### src/rtl/shift_delay_timer_pkg.sv
// shift_delay_timer_pkg: state encoding and defaults shared by the delay timer.
package shift_delay_timer_pkg;
    typedef enum logic [1:0] {IDLE, SHIFT, COUNT, DONE} state_t;
    localparam int UNIT_CYCLES_DEFAULT = 1000;
    localparam int PRE_W = 10;
endpackage

### src/rtl/shift_delay_timer_unit_tick.sv
// unit_tick: loadable down-counting prescaler with a zero flag.
module unit_tick
    import shift_delay_timer_pkg::*;
(
    input  logic             clk,
    input  logic             reset,
    input  logic             load,
    input  logic             dec,
    input  logic [PRE_W-1:0] load_val,
    output logic             zero
);
    logic [PRE_W-1:0] pre;
    always_ff @(posedge clk) begin
        if (reset) pre <= '0;
        else if (load) pre <= load_val;
        else if (dec && pre != '0) pre <= pre - 1'b1;
    end
    assign zero = pre == '0;
endmodule

### src/rtl/shift_delay_timer.sv
// shift_delay_timer: serially loaded 4-bit delay, counted down in units of UNIT_CYCLES clocks.
module shift_delay_timer
    import shift_delay_timer_pkg::*;
#(
    parameter int UNIT_CYCLES = UNIT_CYCLES_DEFAULT
) (
    input  logic       clk,
    input  logic       reset,
    input  logic       shift_ena,
    input  logic       data,
    input  logic       ack,
    output logic [3:0] count,
    output logic       counting,
    output logic       done
);
    localparam logic [PRE_W-1:0] RELOAD = PRE_W'(UNIT_CYCLES - 1);
    state_t     state, state_nx;
    logic [3:0] count_nx;
    logic       tick_load, tick_zero;
    always_ff @(posedge clk) begin
        if (reset) begin
            state <= IDLE;
            count <= 4'd0;
        end else begin
            state <= state_nx;
            count <= count_nx;
        end
    end
    always_comb begin
        state_nx  = state;
        count_nx  = count;
        tick_load = 1'b0;
        case (state)
            IDLE, SHIFT: begin
                if (shift_ena) begin
                    state_nx = SHIFT;
                    count_nx = {count[2:0], data};
                end else if (state == SHIFT) begin
                    state_nx  = COUNT;
                    tick_load = 1'b1;
                end
            end
            // The last unit expires with count already 0, so delay D spans D+1 units.
            COUNT: begin
                if (tick_zero) begin
                    if (count == 4'd0) state_nx = DONE;
                    else begin
                        count_nx  = count - 4'd1;
                        tick_load = 1'b1;
                    end
                end
            end
            DONE: state_nx = ack ? IDLE : DONE;
            default: state_nx = IDLE;
        endcase
    end
    assign counting = state == COUNT;
    assign done     = state == DONE;
    unit_tick u_tick (
        .clk      (clk),
        .reset    (reset),
        .load     (tick_load),
        .dec      (state == COUNT),
        .load_val (RELOAD),
        .zero     (tick_zero)
    );
endmodule
### config.mk
export PLATFORM = sky130hd
export DESIGN_NAME = shift_delay_timer
export DESIGN_NICKNAME = d
export VERILOG_FILES = /design/src/rtl/shift_delay_timer_pkg.sv /design/src/rtl/shift_delay_timer_unit_tick.sv /design/src/rtl/shift_delay_timer.sv
export SDC_FILE = /design/constraint.sdc
export NUM_CORES = 1
export LEC_CHECK = 0
export ABC_CLOCK_PERIOD_IN_PS = 1640
export CAP_MARGIN = 20
export CORE_MARGIN = 4
export CORE_UTILIZATION = 49
export CTS_CLUSTER_SIZE = 16
export DETAILED_ROUTE_END_ITERATION = 7
export PLACE_DENSITY_LB_ADDON = 0.15
export SYNTH_ARGS = -nofsm -noshare
export SYNTH_HDL_FRONTEND = slang
export SYNTH_SLANG_ARGS = --single-unit
export TNS_END_PERCENT = 50
### constraint.sdc
create_clock -name clk -period 1.64 [get_ports clk]
set_input_delay 0.492 -clock clk [delete_from_list [all_inputs] [get_ports clk]]
set_output_delay 0.492 -clock clk [all_outputs]
set_load 0.05 [all_outputs]
==> reports/metrics.csv, run 1 <==
metric;value;unit
CP max stage cell;or4_4;
crit path DAT;1.95;ns
Max Clk Rate;577.6;MHz
# setup viols final;1;
crit-path cells;or4_4 > a21oi_4 > or4b_1 > a31oi_1;
sequential cell area;339.1;µm²
Yosys Warn Count;0;
Seq/Total Area, Yosys;32.08;%
hold path startpoint;u_tick.pre[7]$_SDFFE_PP0P_;
Clock transition at path regs;0.10;ns
diode count;0;
num ports;11;
area of the multi-input gates;699.4;µm²
Final Cycle Share;105.6;%
layout cells sized above 1;49.32;%
final net count;157;
CORE AREA;1942;µm²
failing checks;setup timing;
Slew HR;69.71;%
Crit path max-delay family;simple AND/OR/NAND/NOR gates;
Worst-Skew Late Latency;0.30;ns
Post-Route Setup TNS;-0.09122;ns
overall power;0.001318;W
worst hold path type;reg -> reg;
Setup Skew;0.005857;ns
Fin. Hold Viols;0;
number of DRC markers in iteration 0;32;
FF+latch count, synth;16;
Clock Tree Root;clkbuf_4;
drt drc;0;
Worst R2R Start;u_tick.pre[4]$_SDFFE_PP0P_;
Global Route Usage Sum;21.69;%
maximum fanout along the worst path;3;
FF-to-FF End;u_tick.pre[7]$_SDFFE_PP0P_;
Routed WL;2.882;mm
die width;53.14;µm
Post-Layout Cell Count;175;
hold_buf cts;0;
syn nets;123;
drt pass-1 iters;4;
hold endpoint;u_tick.pre[7]$_SDFFE_PP0P_;
CTS Buffer Depth;2;
GP Congestion;0.7801;
slack of the critical path;-0.09122;ns
ys async rst share;0;%
Slew @ Worst Pin;0.4481;ns
synthesized cell area;998.5;µm²
max incr delay on CP;0.57;ns
placed cell count;167;
Main synth FF type;dfxtp_1;
Mean Syn Cell Area;8.682;µm²
Worst R2R Path Depth;4;
outcome;finished, violations left;
hold path depth;2;
cells after synthesis;115;
port bufs;10;
H-tree Lvls;1;
worst setup path category;reg -> reg;
top post-synthesis cells by area;dfxtp_1 32%, a31oi_1 4.4%, a21oi_1 4.0%, ha_1 3.8%, inv_1 2.6%;
CTS tree;built;
Cell variety after synth;45;
CP endpoint kind;register;
drt via density;5.886;
Critical Path RT;1.86;ns
first-pass GRT wire length;4.478;mm
Sink Count;16;
PwrDens;872.6;nW/µm²
maxcap violations;0;
die height;53.14;µm
GRT overflow;0;
Die ar.;2824;µm²
CP bufs+invs;0;
worst vdd ir;636.9;µV
Final Max Slew Viols;0;
RSZ-0062 raised after global routing;true;
Core Rows;16;
Inserted Clock Buffers;3;
total leakage power;0.5693;nW
minimum clock period;1.731;ns
largest area contributor in the netlist;dfxtp_1;
largest net degree at the start of global routing;11;
Synth top area share;32.08;%
EDFF count, synth;0;
Layout Area Growth over Synthesis;51.25;%
vias post-DR;1030;
vias in the first global route;975;
DP Wirelength;1.859;mm
per-cell routed wire length;16.47;µm
type of origin of the critical path;register;
R2R setup slack;-0.09;ns
starting density of the core;51.42;%
number of filler cells placed in the layout;135;
Antenna Nets Post-Route;0;
antenna violations before repair;0;
## Yosys cell counts, drive strengths merged, types with 2 or more instances
cell type,number
a211oi,2
or4b,2
nand4,4
a21oi,9
a22oi,2
clkbuf,2
or2,3
a211o,2
dfxtp,16
buf,5
nand2b,3
a31oi,7
inv,7
xnor2,3
nor2,4
and2,2
nor3,5
a31o,3
nand2,6
nor3b,2
o21ai,4
nand3b,2
ha,3
nor2b,2
## tightest hold or removal path, cell delays in order, from the launching register on
cell,delay (ns)
dfxtp_1,0.36
o41ai_2,0.06
a31oi_1,0.08
## worst max path at each step
stage                                     startpoint                          to  slack [ns]  depth (start not counted)
after floorplan           u_tick.pre[1]$_SDFFE_PP0P_  u_tick.pre[4]$_SDFFE_PP0P_       -0.01                          7
after global placement                     shift_ena       count[0]$_SDFFE_PP0P_       -0.01                          5
after detailed placement                   shift_ena       count[0]$_SDFFE_PP0P_       -0.06                          5
after CTS                 u_tick.pre[4]$_SDFFE_PP0P_  u_tick.pre[7]$_SDFFE_PP0P_       -0.03                          4
after global routing      u_tick.pre[4]$_SDFFE_PP0P_  u_tick.pre[7]$_SDFFE_PP0P_       -0.14                          4
final                     u_tick.pre[4]$_SDFFE_PP0P_  u_tick.pre[7]$_SDFFE_PP0P_       -0.09                          4
## metal layers
layer,up-vias,track usage (%),part of all wire (%)
met4,0,12.34,2.2
met2,31,33.68,50
met1,493,29.06,44
li1,499,-,-
met3,7,1.972,4.0
met5,-,0,0
## final cells by class
type	instances	area share, %
Clock buffer	4	2.403
Inverter	7	2.320
Multi-Input combinational cell	85	46.31
Sequential cell	16	22.45
Tap cell	27	2.237
Timing Repair Buffer	36	24.28
## logic make-up after synthesis
kind of cell    synth area share, %
compound gates                26.32
fa+ha+maj                     3.760
simple gates                  25.69
xor+xnor                      2.632
flops                         32.08
mux                           1.003
buf+inv                       8.521
## layout by cell type (no fill, tap or decap), types with 4 or more instances in the layout
cell type,instances
buf_4,23
dfxtp_1,9
a21oi_1,7
a31oi_1,7
nand2_1,6
buf_12,6
nor2_1,4
nand4_1,4
dfxtp_4,4
clkdlybuf4s50_1,4
## sequential cells by signal (all words and copies together) (netlist names)
name and flops:
u_tick.pre 10, count 4, state 2
## stage by stage
stage               worst slack [ns]  cell area [µm²]  util, %  hold slack, ns
CTS                         -0.03321             1430    73.65          0.5190
finish                      -0.09122             1510    77.77          0.5384
global route                 -0.1430             1510    77.77          0.5575
global placement            -0.01434             1360    70.04          0.5009
detailed placement          -0.05828             1360    70.04          0.5157
floorplan                   -0.01369             1060        -          0.4735
## power breakdown
group	total (W)	internal (W)	switching (W)
combinational	0.000588	0.000296	0.000292
sequential	0.000459	0.000422	0.0000373
clock	0.000271	0.000135	0.000136
total	0.00132	0.000853	0.000465
## timing repair
action	4_1_cts	5_1_grt
cloned	0	1
buffers inserted	1	2
pin swaps	1	7
gates resized for setup	7	15
endpoints found under the setup margin	8	15
(Power assumes the default switching activity.)
==> inputs of run 2 (changes only) <==
- ABC_AREA: unset -> 1
- CORE_UTILIZATION: 49 -> 50
- PLACE_DENSITY: unset -> 0.74
- PLACE_DENSITY_LB_ADDON: 0.15 -> unset
- SLEW_MARGIN: unset -> 20
==> reports/metrics.csv, run 2 <==
metric;value;unit
outcome;finished, final reports clean;
number of filler cells placed in the layout;196;
Inserted Clock Buffers;3;
cells after synthesis;170;
leading cell type in the layout, fill and taps excluded;nand2_1;
area of the multi-input gates;640.6;µm²
syn nets;178;
die width;54.23;µm
largest family of logic cells by synthesized area;simple AND/OR/NAND/NOR gates;
GR peak layer;met2;
Yosys Warn Count;0;
Setup Skew;0.005301;ns
Global Route Usage Sum;18.97;%
antenna violations before repair;0;
first-pass GRT wire length;4.064;mm
worst setup path category;reg -> out;
# setup viols final;0;
number of DRC markers in iteration 0;25;
crit path DAT;1.04;ns
FF+latch count, synth;16;
die height;54.23;µm
drt pass-1 iters;4;
ys async rst share;0;%
Layout Area Growth over Synthesis;24.47;%
GRT overflow;0;
most flop-heavy register;u_tick.pre;
Clock transition at path regs;0.10;ns
mux cell area share after synthesis;0;%
Antenna Nets Post-Route;0;
Worst R2R Path Depth;8;
Final Cycle Share;93.33;%
per-cell routed wire length;11.36;µm
EDFF count, synth;0;
Synth top area share;29.98;%
H-tree Lvls;1;
Die ar.;2941;µm²
maximum fanout along the worst path;4;
hold path depth;2;
CP endpoint kind;primary output;
Clock Tree Root;clkbuf_4;
Slew @ Worst Pin;0.3144;ns
CORE AREA;2002;µm²
type of origin of the critical path;register;
grt met3 use;3.270;%
worst hold path type;reg -> reg;
largest area contributor in the netlist;dfxtp_1;
synthesized cell area;1069;µm²
Seq/Total Area, Yosys;29.98;%
Top Registers;u_tick.pre x10, count x4, state x2;
largest net degree at the start of global routing;14;
DP Area;1265;µm²
minimum clock period;1.531;ns
Max Clk Rate;653.3;MHz
most frequent cells after synthesis;45 x nand2_1, 22 x inv_1, 22 x nor2_1;
drt via density;5.080;
Final Max Slew Viols;0;
Core Rows;16;
CTS tree;built;
top-count cell post-synth;nand2_1;
top post-synthesis cells by area;dfxtp_1 30%, nand2_1 16%, inv_1 7.7%, nor2_1 7.7%, nand3_1 7.5%;
Critical Path RT;1.15;ns
starting density of the core;53.38;%
Post-Synth Adder-Cell Area;3.513;%
vias post-DR;1082;
num ports;11;
R2R setup slack;0.13;ns
Synth Area in Compound Gates;12.30;%
Simple-Gate Fraction of Synth Area;42.86;%
total leakage power;0.6376;nW
port bufs;10;
routing usage on met2;29.88;%
diode count;0;
Main synth FF type;dfxtp_1;
Sink Count;16;
Worst-Skew Late Latency;0.29;ns
Synth Area in XOR/XNOR;0;%
maxcap violations;0;
grt met1 use;25.29;%
final instance area;1330;µm²
PwrDens;1386;nW/µm²
sequential cell area;327.8;µm²
Mean Syn Cell Area;6.285;µm²
DP Wirelength;1.808;mm
Slew HR;79.02;%
drt drc;0;
max reg flops;10;
layout cells sized above 1;22.58;%
final net count;195;
Cell variety after synth;23;
most frequent cells in the layout;45 x nand2_1, 21 x nor2_1, 19 x inv_1, 16 x nand3_1, 13 x a21oi_1;
vias in the first global route;965;
final core utilization;66.44;%
Routed WL;2.419;mm
CTS Buffer Depth;2;
Fin. Hold Viols;0;
worst vdd ir;961.3;µV
GP Congestion;0.8465;
[run 2: repair_timing]
action | CTS | global route
cloned | 0 | 1
hold buffers | 0 | 0
pin swaps | 1 | 2
setup endpoints to repair | 1 | 9
hold endpoints to repair | 0 | 0
resized for setup | 0 | 10
setup buffers | 1 | 0
[run 2: cell families (layout without fill, tap and decap cells)]
family / count (synthesis) / count (layout)
flops: 16 / 16
compound gates: 24 / 24
buf+inv: 29 / 44
simple gates: 98 / 99
fa+ha+maj: 3 / 3
[run 2: critical path, stage by stage (launching register included)]
cell and delay, ns:
dfxtp_1 0.39, inv_2 0.10, nor2_8 0.13, buf_12 0.14
[run 2: where the power goes]
| part | switching [W] | internal [W] | leakage, nW |
|---|---|---|---|
| Sequential | 0.0000916 | 0.000472 | 0.133 |
| Clock | 0.000129 | 0.000135 | 0.0210 |
| Combinational | 0.000638 | 0.000377 | 0.484 |
| Total | 0.000859 | 0.000984 | 0.638 |
[run 2: worst paths after layout]
kind	from	endpoint
max	state[1]$_SDFFE_PP0P_	counting
min	u_tick.pre[0]$_SDFFE_PP0P_	u_tick.pre[0]$_SDFFE_PP0P_
max reg2reg	u_tick.pre[0]$_SDFFE_PP0P_	count[2]$_SDFFE_PP0P_
min reg2reg	u_tick.pre[0]$_SDFFE_PP0P_	u_tick.pre[0]$_SDFFE_PP0P_
[run 2: through the flow]
| step | total power (W) | hold slack [ns] | setup TNS (ns) | instances | worst slack [ns] |
|---|---|---|---|---|---|
| after floorplan | 0.001304 | 0.4582 | 0 | 170 | 0.09828 |
| after global placement | 0.001502 | 0.4761 | -0.005256 | 207 | -0.004828 |
| after detailed placement | 0.001540 | 0.4746 | -0.3434 | 207 | -0.06441 |
| after CTS | 0.001826 | 0.4914 | 0 | 212 | 0.005896 |
| after global routing | 0.002026 | 0.5178 | -0.03539 | 213 | -0.03539 |
| final | 0.001843 | 0.4761 | 0 | 213 | 0.1093 |
[run 2: layer usage]
layer	vias up	routed length (µm)
li1	566	-
met1	482	1066
met2	30	1192
met3	4	123
met4	0	37
met5	-	0
[run 2: layout make-up]
class,count,share of cell area [%]
Sequential cell,16,24.65
Timing Repair Buffer,13,13.73
Multi-Input combinational cell,126,48.17
Tap cell,27,2.540
Inverter,27,8.184
Clock buffer,4,2.728
